[src/rtl/instr_encode_loader_if.sv]
// Request and instruction-memory write bus of the boot-time program loader.
`timescale 1ns/1ps
interface instr_encode_loader_if #(
  parameter int ADDR_W = 8
) ();
  logic              in_valid;
  logic              in_ready;
  logic [2:0]        in_kind;
  logic [4:0]        in_rs;
  logic [4:0]        in_rt;
  logic [4:0]        in_rd;
  logic [5:0]        in_funct;
  logic [15:0]       in_imm;
  logic [25:0]       in_target;
  logic              in_last;
  logic              mem_we;
  logic [ADDR_W-1:0] mem_addr;
  logic [31:0]       mem_wdata;
  logic              mem_ack;
  logic              done;
  logic              err;
  logic [ADDR_W:0]   count;

  // Environment side: issues requests and acknowledges memory writes.
  modport master (
    output in_valid, in_kind, in_rs, in_rt, in_rd, in_funct, in_imm, in_target, in_last,
    output mem_ack,
    input  in_ready, mem_we, mem_addr, mem_wdata, done, err, count
  );

  // Loader side.
  modport slave (
    input  in_valid, in_kind, in_rs, in_rt, in_rd, in_funct, in_imm, in_target, in_last,
    input  mem_ack,
    output in_ready, mem_we, mem_addr, mem_wdata, done, err, count
  );
endinterface

[src/rtl/instr_encode_loader.sv]
// Encodes symbolic MIPS instructions (R, lw, sw, beq, addi, bne, j) and writes
// them to consecutive instruction-memory words over a write/ack handshake.
`timescale 1ns/1ps
module instr_encode_loader #(
  parameter int ADDR_W    = 8,
  parameter int BASE_ADDR = 0,
  parameter int MAX_WORDS = 256
) (
  input logic                clk,
  input logic                reset,
  instr_encode_loader_if.slave bus
);

  typedef enum logic [1:0] {S_IDLE, S_ENC, S_WRITE, S_DONE} state_e;

  typedef enum logic [2:0] {
    K_R, K_LW, K_SW, K_BEQ, K_ADDI, K_BNE, K_J, K_RSVD
  } kind_e;

  typedef struct packed {
    kind_e       kind;
    logic [4:0]  rs;
    logic [4:0]  rt;
    logic [4:0]  rd;
    logic [5:0]  funct;
    logic [15:0] imm;
    logic [25:0] target;
    logic        last;
  } req_t;

  localparam logic [ADDR_W:0] MAX_C = (ADDR_W+1)'(MAX_WORDS);
  localparam logic [ADDR_W:0] ONE_C = (ADDR_W+1)'(1);

  function automatic logic [31:0] encode(input req_t r);
    logic [31:0] w;
    w = 32'h0;
    case (r.kind)
      K_R:     w = {6'b000000, r.rs, r.rt, r.rd, 5'b00000, r.funct};
      K_LW:    w = {6'b100011, r.rs, r.rt, r.imm};
      K_SW:    w = {6'b101011, r.rs, r.rt, r.imm};
      K_BEQ:   w = {6'b000100, r.rs, r.rt, r.imm};
      K_ADDI:  w = {6'b001000, r.rs, r.rt, r.imm};
      K_BNE:   w = {6'b000101, r.rs, r.rt, r.imm};
      K_J:     w = {6'b000010, r.target};
      default: w = 32'h0;
    endcase
    return w;
  endfunction

  state_e          state_q, state_d;
  req_t            req_q, req_d;
  logic [31:0]     word_q, word_d;
  logic [ADDR_W:0] count_q, count_d;
  logic            done_q, done_d;
  logic            err_q, err_d;

  // NOTE: every always_comb output gets a default first so no path can infer a latch.
  always_comb begin
    state_d = state_q;
    req_d   = req_q;
    word_d  = word_q;
    count_d = count_q;
    done_d  = done_q;
    err_d   = err_q;
    case (state_q)
      S_IDLE: begin
        if (bus.in_valid) begin
          req_d = '{kind:   kind_e'(bus.in_kind),
                    rs:     bus.in_rs,
                    rt:     bus.in_rt,
                    rd:     bus.in_rd,
                    funct:  bus.in_funct,
                    imm:    bus.in_imm,
                    target: bus.in_target,
                    last:   bus.in_last};
          state_d = S_ENC;
        end
      end
      S_ENC: begin
        // A reserved kind never reaches memory and never completes the load.
        if (req_q.kind == K_RSVD) begin
          err_d   = 1'b1;
          state_d = S_IDLE;
        end else begin
          word_d  = encode(req_q);
          state_d = S_WRITE;
        end
      end
      S_WRITE: begin
        if (bus.mem_ack) begin
          count_d = count_q + ONE_C;
          if (req_q.last || (count_d == MAX_C)) begin
            done_d  = 1'b1;
            state_d = S_DONE;
          end else begin
            state_d = S_IDLE;
          end
        end
      end
      default: state_d = S_DONE;
    endcase
  end

  // NOTE: sequential state uses non-blocking assignments so all registers update together.
  always_ff @(posedge clk) begin
    if (reset) begin
      state_q <= S_IDLE;
      req_q   <= '0;
      word_q  <= '0;
      count_q <= '0;
      done_q  <= 1'b0;
      err_q   <= 1'b0;
    end else begin
      state_q <= state_d;
      req_q   <= req_d;
      word_q  <= word_d;
      count_q <= count_d;
      done_q  <= done_d;
      err_q   <= err_d;
    end
  end

  assign bus.in_ready  = (state_q == S_IDLE) && !reset;
  assign bus.mem_we    = (state_q == S_WRITE);
  assign bus.mem_addr  = ADDR_W'(BASE_ADDR) + count_q[ADDR_W-1:0];
  assign bus.mem_wdata = word_q;
  assign bus.done      = done_q;
  assign bus.err       = err_q;
  assign bus.count     = count_q;

endmodule

[src/flat_wrapper.sv]
// flat-port wrapper written by rule: the top's interface ports become plain ports
module instr_encode_loader_flat 
#(
  parameter int ADDR_W    = 8,
  parameter int BASE_ADDR = 0,
  parameter int MAX_WORDS = 256
)
  (clk, reset, bus_in_valid, bus_in_kind, bus_in_rs, bus_in_rt, bus_in_rd, bus_in_funct, bus_in_imm, bus_in_target, bus_in_last, bus_mem_ack, bus_in_ready, bus_mem_we, bus_mem_addr, bus_mem_wdata, bus_done, bus_err, bus_count);
  instr_encode_loader_if #(.ADDR_W(ADDR_W)) bus_i ();
  input logic clk;
  input logic reset;
  input wire logic [$bits(bus_i.in_valid)-1:0] bus_in_valid;
  input wire logic [$bits(bus_i.in_kind)-1:0] bus_in_kind;
  input wire logic [$bits(bus_i.in_rs)-1:0] bus_in_rs;
  input wire logic [$bits(bus_i.in_rt)-1:0] bus_in_rt;
  input wire logic [$bits(bus_i.in_rd)-1:0] bus_in_rd;
  input wire logic [$bits(bus_i.in_funct)-1:0] bus_in_funct;
  input wire logic [$bits(bus_i.in_imm)-1:0] bus_in_imm;
  input wire logic [$bits(bus_i.in_target)-1:0] bus_in_target;
  input wire logic [$bits(bus_i.in_last)-1:0] bus_in_last;
  input wire logic [$bits(bus_i.mem_ack)-1:0] bus_mem_ack;
  output wire logic [$bits(bus_i.in_ready)-1:0] bus_in_ready;
  output wire logic [$bits(bus_i.mem_we)-1:0] bus_mem_we;
  output wire logic [$bits(bus_i.mem_addr)-1:0] bus_mem_addr;
  output wire logic [$bits(bus_i.mem_wdata)-1:0] bus_mem_wdata;
  output wire logic [$bits(bus_i.done)-1:0] bus_done;
  output wire logic [$bits(bus_i.err)-1:0] bus_err;
  output wire logic [$bits(bus_i.count)-1:0] bus_count;
  assign bus_i.in_valid = bus_in_valid;
  assign bus_i.in_kind = bus_in_kind;
  assign bus_i.in_rs = bus_in_rs;
  assign bus_i.in_rt = bus_in_rt;
  assign bus_i.in_rd = bus_in_rd;
  assign bus_i.in_funct = bus_in_funct;
  assign bus_i.in_imm = bus_in_imm;
  assign bus_i.in_target = bus_in_target;
  assign bus_i.in_last = bus_in_last;
  assign bus_i.mem_ack = bus_mem_ack;
  assign bus_in_ready = bus_i.in_ready;
  assign bus_mem_we = bus_i.mem_we;
  assign bus_mem_addr = bus_i.mem_addr;
  assign bus_mem_wdata = bus_i.mem_wdata;
  assign bus_done = bus_i.done;
  assign bus_err = bus_i.err;
  assign bus_count = bus_i.count;
  instr_encode_loader #(.ADDR_W(ADDR_W), .BASE_ADDR(BASE_ADDR), .MAX_WORDS(MAX_WORDS)) u_core (.clk(clk), .reset(reset), .bus(bus_i));
endmodule
[config.mk]
export PLATFORM = sky130hd
export DESIGN_NAME = instr_encode_loader_flat
export DESIGN_NICKNAME = d
export VERILOG_FILES = /design/src/rtl/instr_encode_loader_if.sv /design/src/rtl/instr_encode_loader.sv /design/src/flat_wrapper.sv
export SDC_FILE = /design/constraint.sdc
export NUM_CORES = 1
export LEC_CHECK = 0
export CORE_ASPECT_RATIO = 1.2
export CORE_MARGIN = 3
export CORE_UTILIZATION = 49
export CTS_CLUSTER_DIAMETER = 60
export DETAILED_ROUTE_END_ITERATION = 10
export PLACE_DENSITY = 0.8
export SKIP_LAST_GASP = 1
export SYNTH_ARGS = -nofsm -noshare
export SYNTH_HDL_FRONTEND = slang
export SYNTH_SLANG_ARGS = --single-unit
[constraint.sdc]
create_clock -name clk -period 1.8 [get_ports clk]
set_clock_uncertainty 0.05 [all_clocks]
set_input_delay 0.36 -clock clk [delete_from_list [all_inputs] [get_ports clk]]
set_output_delay 0.36 -clock clk [all_outputs]
set_load 0.02 [all_outputs]
* Word-level counts from Yosys, hierarchy flattened
Index checks and enable logic that the tools add are counted.
** Word-level totals
- Input bits :: 71
- Word-level logic and storage cells :: 44
- Output and inout bits :: 53
- Register bits after elaboration :: 112
** Cells by class
- Multiplexer cells :: 6
- Bitwise logic cells :: 1
- Add/subtract/negate cells :: 1
- Equal/unequal tests :: 12
- Reductions and logical operators :: 11
** Operator list (count)
- one-hot mux 32 bit (7 select lines) :: 1
- equality test 3 bit (second input constant) :: 4
- AND reduction 2 bit :: 5
- adder 9 x 1 -> 9 bit (second input constant) :: 1
- equality test 9 bit (second input constant) :: 1
- 2-to-1 mux 2 bit :: 4
- equality test 3 x 2 -> 1 bit (second input constant) :: 2
- one-hot mux 2 bit (3 select lines) :: 1
- inequality test 2 bit (second input constant) :: 2
- equality test 3 x 1 -> 1 bit (second input constant) :: 1
- zero test 3 bit :: 1
- AND reduction 3 bit :: 1
- equality test 2 x 1 -> 1 bit (second input constant) :: 1
- equality test 2 bit (second input constant) :: 1
- zero test 2 bit :: 1
- logical AND 1 bit :: 1
- zero test 1 bit :: 1
- logical OR 1 bit :: 1
- inverter 1 bit :: 1

* Logic depth before layout (Yosys ltp)
Gate-level depths: netlist (run 1).
- Word-level depth :: 6
- Gate-level depth with buffers :: 8
- Mapped depth without buffers :: 5

* Worst setup path before layout (run 1)
Ideal clock, no wire load.
- Path kind :: in2out
- Start :: input reset
- End :: output bus_in_ready
- Buffers on the path :: 2
- Required time :: 1390 ps
- Stages on the path :: 3
- Data arrival time :: 1151 ps
- Path slack :: 239 ps
- Cells stage by stage :: clkbuf_1 > clkbuf_1 > nor3_1
** On the way
- Longest elaborated chain between the ends :: 2
** RTL lines
- from (decl) :: RTL line flat_wrapper.sv:11 : input logic reset;
- zero test 1 bit :: RTL line instr_encode_loader.sv:123 : assign bus.in_ready = (state_q == S_IDLE) && !reset;
- logical AND 1 bit :: RTL line instr_encode_loader.sv:123
- to (decl) :: RTL line flat_wrapper.sv:22 : output wire logic [$bits(bus_i.in_ready)-1:0] bus_in_ready;
No other way between the ends.

* Worst setup path in the final report (run 1)
- Start :: register u_core.word_q[16], in the netlist u_core.bus.mem_wdata[16]
- End :: output bus_mem_wdata[16]
** RTL lines
- from (decl) :: RTL line instr_encode_loader.sv:52 : logic [31:0] word_q, word_d;
- from (signal assigned) :: RTL line instr_encode_loader.sv:116 : word_q <= word_d;
- to (decl) :: RTL line flat_wrapper.sv:25 : output wire logic [$bits(bus_i.mem_wdata)-1:0] bus_mem_wdata;
No word-level cell between the ends.

==> results of run 1 <==
## sequential cells by signal (all words and copies together), names as in the netlist
signal                count
u_core.bus.count          9
u_core.bus.done           1
u_core.bus.err            1
u_core.bus.mem_wdata     31
u_core.req_q             67
u_core.state_q            2
## final timing paths
path | start | to | slack, ns | cells past startpoint
worst max-delay path | u_core.bus.mem_wdata[16] | bus_mem_wdata[16] | 0.06 | 1
worst min-delay path | u_core.req_q[44] | u_core.req_q[44] | 0.41 | 2
worst max register to register | u_core.bus.count[0] | u_core.state_q[1] | 0.17 | 5
worst min register to register | u_core.req_q[44] | u_core.req_q[44] | 0.41 | 2
## through the flow
stage	util	worst slack [ns]	setup TNS (ns)	std cells	hold WS [ns]
after floorplan	-	0.2391	0	579	0.3815
after global placement	0.6483	0.04257	0	783	0.3892
after detailed placement	0.6483	-0.01132	-0.01132	783	0.3936
after CTS	0.6666	-0.005653	-0.005653	798	0.4102
after global routing	0.6725	0.001492	0	803	0.4268
final	0.6725	0.06052	0	803	0.4083
## area by class of cell
| type | instances | share of cell area |
|---|---|---|
| flip-flops and latches | 111 | 0.3582 |
| multi-input cells | 407 | 0.3495 |
| repair buffers | 145 | 0.2328 |
| well taps | 120 | 0.02420 |
| clock buffers | 9 | 0.01997 |
| clock inverters | 6 | 0.01109 |
| inverters | 4 | 0.003025 |
| repair inverters | 1 | 0.001210 |
## placed cells by master, fill, tap and decap left out, types with 2 or more instances in the layout
master	n
a22o_1	5
clkdlybuf4s50_1	95
buf_12	5
a311oi_1	2
dfxtp_1	111
nor2b_1	2
inv_1	2
a221oi_1	9
inv_6	2
dlymetal6s2s_1	7
nand4_1	3
nor3b_1	16
nor2_1	27
clkinvlp_4	3
xnor2_1	5
dlygate4sd2_1	18
buf_4	19
a21oi_1	86
a211o_1	11
mux2i_1	11
nand2b_1	2
nor3_1	20
nand2_1	157
nand3_1	3
o31ai_1	3
clkbuf_8	9
o21ai_0	5
nor4_1	3
a221oi_2	2
a211oi_1	16
xor2_1	2
## cells in the mapped netlist, types with 2 or more instances
cell type | n | share of area
nor4_1 | 3 | 0.0040
clkbuf_1 | 20 | 0.016
buf_6 | 4 | 0.0095
mux2i_1 | 11 | 0.023
a22o_1 | 5 | 0.0093
o31ai_1 | 3 | 0.0048
nand4_1 | 3 | 0.0040
nor2_1 | 27 | 0.021
a21oi_1 | 86 | 0.091
inv_1 | 3 | 0.0024
a221oi_1 | 9 | 0.017
nor3_1 | 20 | 0.021
nand3_1 | 3 | 0.0032
dfxtp_1 | 111 | 0.47
a311oi_1 | 2 | 0.0037
buf_2 | 14 | 0.015
xnor2_1 | 5 | 0.0093
nand2b_1 | 2 | 0.0026
xor2_1 | 2 | 0.0037
nand2_1 | 158 | 0.13
and2_1 | 2 | 0.0026
buf_4 | 18 | 0.029
a211oi_1 | 16 | 0.025
o21ai_0 | 5 | 0.0053
a221oi_2 | 2 | 0.0064
a211o_1 | 11 | 0.020
nor3b_1 | 16 | 0.025
nor2b_1 | 3 | 0.0040
## power by group
group | internal (mW) | total (mW) | switching (mW)
clock network | 0.647 | 1.48 | 0.829
registers | 2.60 | 2.70 | 0.0938
logic | 0.447 | 0.923 | 0.476
total | 3.70 | 5.10 | 1.40
## layer usage
metal / track usage / share of wire / wire length [microns]
met5: 0 / 0 / 0
met4: 0.04934 / 0.012 / 135
met3: 0.04947 / 0.067 / 780
met2: 0.3650 / 0.50 / 5905
met1: 0.2775 / 0.42 / 4892
## cells by family (layout without fill, tap and decap cells)
group | count (synthesis) | in the layout | share of synthesized area
other | 1 | 1 | 0.0007931
AO/OA/AOI/OAI | 144 | 144 | 0.1926
flip-flops | 111 | 111 | 0.4700
adder cells (fa/ha/maj) | 1 | 1 | 0.002646
AND/OR/NAND/NOR | 243 | 243 | 0.2249
multiplexers | 11 | 11 | 0.02329
XOR/XNOR | 7 | 7 | 0.01297
buffers and inverters | 61 | 165 | 0.07277
## timing repair
item	in CTS	in global routing
resized for setup	19	12
setup buffers	0	4
endpoints found under the setup margin	19	10
hold buffers	0	0
gates cloned	0	1
==> flow_metrics.env, run 1 <==
export IMPL_ys_seq_elements=111
export IMPL_core_area_sq_um=9224
export IMPL_dieHeight_microns=113.6
export IMPL_ios=124
export IMPL_clk_transition_reported_paths_ns=0.11
export IMPL_cp_end_kind="output pin"
export IMPL_cp_top_family="buffers and inverters"
export IMPL_period_needed_ns=1.739
export IMPL_syn_mean_instance_area_sq_um=8.166
export IMPL_antenna_cells=0
export IMPL_htree_levels=3
export IMPL_rsz0062_at_grt="no"
export IMPL_leakage_nw=2.443
export IMPL_initial_core_util=0.5126
export IMPL_setup_viol=0
export IMPL_die_w_microns=95.68
export IMPL_dr_first_iter_drc_count=253
export IMPL_cts_buffers=9
export IMPL_detail_route_wl_per_cell_microns=14.59
export IMPL_grt_pass1_wl_microns=18930
export IMPL_path_buf_inv=1
export IMPL_antenna_found_initial=0
export IMPL_gp_congestion=0.8103
export IMPL_grt_max_degree=114
export IMPL_start_kind="flop"
export IMPL_clockBufferDepth=2
export IMPL_ys_flop_type="dfxtp_1"
export IMPL_syn_instance_count=579
export IMPL_slowest_delay_ns=0.61
export IMPL_status="complete, no violations"
export IMPL_finalHoldViolations=0
export IMPL_synth_fp_nets=651
export IMPL_syn_cell_area_sq_um=4728
export IMPL_gr_total_overflow=0
export IMPL_firstDrtPassIters=4
export IMPL_synth_async_reset_ratio=0
export IMPL_design_area_sq_um=6203
export IMPL_yosys_warnings=0
export IMPL_vias=4319
export IMPL_worst_setup_path_type="reg -> out"
export IMPL_io_buffers=122
export IMPL_layout_drive_gt1_share=0.07613
export IMPL_ant_nets=0
export IMPL_final_nets=751
export IMPL_critical_path_required_ns=1.39
export IMPL_rows=38
export IMPL_ir_drop_uv=518.7
export IMPL_power_density_nw_per_um2=821.4
export IMPL_grt_usage=0.2153
export IMPL_power_mw=5.096
export IMPL_crit_arrival_ns=1.33
export IMPL_synth_distinct_cells=43
export IMPL_fin_crit_sh=0.9664
export IMPL_post_dp_cell_area_sq_um=5979
export IMPL_multi_input_area_sq_um=2168
export IMPL_synth_edf_count=0
export IMPL_crit_path_top_delay_cell="clkdlybuf4s50_1"
export IMPL_slew_limit_headroom=0.6436
export IMPL_vias_per_cell=5.379
export IMPL_fill_cells=773
export IMPL_path_cells="clkdlybuf4s50_1"
export IMPL_cts_root_buf="clkbuf_8"
export IMPL_grt_pass1_vias=4042
export IMPL_hp_class="reg -> reg"
export IMPL_synth_seq_area_share=0.4700
export IMPL_drc=0
export IMPL_crit_fanout=2
export IMPL_max_freq_ghz=0.5749
export IMPL_die_area_sq_um=10870
export IMPL_wirelength_microns=11710
export IMPL_cts_tree="yes"
export IMPL_cap_violations=0
export IMPL_hpwl_microns=8156
export IMPL_worstMarginPinSlew_ns=0.5310
export IMPL_syn_to_final_growth_pct=31.20
export IMPL_slew_violations=0
export IMPL_clkLatencyLatePin_ns=0.36
export IMPL_cts_num_sinks=111
export IMPL_regArea_sq_um=2222
No activity file was read; power rests on OpenSTA's default activity.
==> run 2, diff against run 1 <==
--- a/config.mk
+++ b/config.mk
@@ -7,10 +7,10 @@
 export LEC_CHECK = 0
 export CORE_ASPECT_RATIO = 1.2
 export CORE_MARGIN = 3
-export CORE_UTILIZATION = 49
+export CORE_UTILIZATION = 44
 export CTS_CLUSTER_DIAMETER = 60
 export DETAILED_ROUTE_END_ITERATION = 10
-export PLACE_DENSITY = 0.8
+export PLACE_DENSITY = 0.76
 export SKIP_LAST_GASP = 1
 export SYNTH_ARGS = -nofsm -noshare
 export SYNTH_HDL_FRONTEND = slang
==> constraint.sdc (replaced) <==
create_clock -name clk -period 1.5 [get_ports clk]
set_clock_uncertainty 0.05 [all_clocks]
set_input_delay 0.3 -clock clk [delete_from_list [all_inputs] [get_ports clk]]
set_output_delay 0.3 -clock clk [all_outputs]
set_load 0.02 [all_outputs]
==> run 2 against run 1 <==
Effect of this change:
- critical path depth unchanged
- register-to-register slack got worse by 0.14 ns
- design area up 6.9%
- first-iteration DRC count is 32% lower
- die area is 11% higher
- wire length grew 7.5%
- via count increased by 1.4%
- non-clock buffer count is 14 higher
- sequential cell count is the same
- utilization down 2.6 points
==> flow_metrics.env, run 2 (synthesized netlist as in run 1, its figures left out) <==
export IMPL_status="complete, no violations"
export IMPL_core_area_sq_um=10260
export IMPL_ant_nets=0
export IMPL_post_dp_cell_area_sq_um=6150
export IMPL_grt_pass1_vias=4217
export IMPL_clkLatencyLatePin_ns=0.34
export IMPL_tns_ns=0
export IMPL_die_w_microns=100.6
export IMPL_die_area_sq_um=12030
export IMPL_crit_path_top_delay_cell="dfxtp_1"
export IMPL_power_density_nw_per_um2=1023
export IMPL_largest_reg_flops=67
export IMPL_max_freq_ghz=0.6742
export IMPL_dr_first_iter_drc_count=171
export IMPL_dpl_cell_count=802
export IMPL_dieHeight_microns=119.6
export IMPL_worstMarginPinSlew_ns=0.5357
export IMPL_drc=0
export IMPL_wirelength_microns=12590
export IMPL_finalHoldViolations=0
export IMPL_fin_cells=823
export IMPL_cts_root_buf="clkbuf_16"
export IMPL_cp_top_family="flip-flops"
export IMPL_crit_arrival_ns=1.13
export IMPL_crit_fanout=5
export IMPL_cp_end_kind="output pin"
export IMPL_grt_max_degree=65
export IMPL_detail_route_wl_per_cell_microns=15.30
export IMPL_gr_total_overflow=0
export IMPL_gp_congestion=0.7756
export IMPL_period_needed_ns=1.483
export IMPL_layout_drive_gt1_share=0.1492
export IMPL_grt_pass1_wl_microns=19640
export IMPL_slowest_delay_ns=0.43
export IMPL_leakage_nw=2.636
export IMPL_fin_crit_sh=0.9888
export IMPL_ios=124
export IMPL_firstDrtPassIters=4
export IMPL_fill_cells=875
export IMPL_rsz0062_at_grt="yes"
export IMPL_regMostFlops="u_core.req_q"
export IMPL_critical_path_required_ns=1.15
export IMPL_cts_tree="yes"
export IMPL_initial_core_util=0.4609
export IMPL_layout_common_cells="nand2_1, dfxtp_1, a21oi_1"
export IMPL_multi_input_area_sq_um=2345
export IMPL_slew_limit_headroom=0.6428
export IMPL_dp_slack_ns=-0.2617
export IMPL_clk_transition_reported_paths_ns=0.07
export IMPL_design_area_sq_um=6629
export IMPL_start_kind="flop"
export IMPL_setup_viol=0
export IMPL_hpwl_microns=8357
export IMPL_clockBufferDepth=2
export IMPL_io_buffers=122
export IMPL_vias=4380
export IMPL_final_nets=764
export IMPL_rows=40
export IMPL_cts_num_sinks=111
export IMPL_antenna_cells=0
export IMPL_ir_drop_uv=657.5
export IMPL_postCtsHoldBufs=0
export IMPL_cap_violations=0
export IMPL_hp_class="reg -> reg"
export IMPL_layout_setup_ws_ns=0.01687
export IMPL_final_common_cell="nand2_1"
export IMPL_worst_setup_path_type="reg -> out"
export IMPL_htree_levels=3
export IMPL_path_cells="dlygate4sd2_1"
export IMPL_syn_to_final_growth_pct=40.20
export IMPL_slew_violations=0
export IMPL_vias_per_cell=5.322
export IMPL_path_buf_inv=1
export IMPL_regArea_sq_um=2231
export IMPL_grt_usage=0.1994
export IMPL_antenna_found_initial=0
export IMPL_cts_buffers=9
[run 2: cell types whose count changed in the layout (fill, tap and decap cells not counted), sizes merged]
| cell | before | now |
|---|---|---|
| dlygate4sd2 | 18 | 45 |
| buf | 24 | 38 |
| inv | 5 | 4 |
| clkdlybuf4s15 | 0 | 1 |
| dlymetal6s2s | 7 | 0 |
| clkinv | 2 | 1 |
| clkdlybuf4s50 | 95 | 69 |
| clkinvlp | 3 | 1 |
| clkbuf | 10 | 19 |
[run 2: where the power goes]
part	switching [mW]	internal, mW
clock	1.02	1.34
combinational	0.601	0.576
sequential	0.117	3.13
total	1.74	5.04
[run 2: tightest hold or removal path, stage by stage, from the launching register on]
cell	delay [ns]
dfxtp_1	0.31
nand2_1	0.05
a21oi_1	0.05
[run 2: final timing paths]
check	from	endpoint	slack, ns	cells after the start
setup / recovery	u_core.bus.count[7]	bus_count[7]	0.02	1
hold / removal	u_core.req_q[20]	u_core.req_q[20]	0.40	2
setup reg to reg	u_core.state_q[1]	u_core.bus.mem_wdata[1]	0.03	6
hold reg to reg	u_core.req_q[20]	u_core.req_q[20]	0.40	2
[run 2: area by class of cell]
class / count / share of cell area
multi-input cells: 407 / 0.3537
flip-flops and latches: 111 / 0.3365
repair buffers: 159 / 0.2391
clock buffers: 13 / 0.03775
well taps: 126 / 0.02378
clock inverters: 3 / 0.006418
inverters: 4 / 0.002643
[run 2: routing by layer]
metal,vias up,track usage,part of all wire
li1,2199,-,-
met1,2070,0.2486,0.42
met2,103,0.3488,0.52
met3,8,0.04302,0.054
met4,0,0.04381,0.0075
met5,-,0,0
[run 2: stage by stage]
step	power (mW)	hold WS [ns]	util
after floorplan	3.934	0.3661	-
after global placement	4.423	0.3909	0.5994
after detailed placement	4.455	0.3933	0.5994
after CTS	6.759	0.4024	0.6260
after global routing	7.050	0.4237	0.6461
final	6.781	0.3995	0.6461
[run 2: what timing repair did]
item | in CTS | in global routing
setup endpoints to repair | 83 | 102
gates cloned | 0 | 1
pin swaps | 4 | 5
buffers inserted | 1 | 4
gates resized for setup | 66 | 48
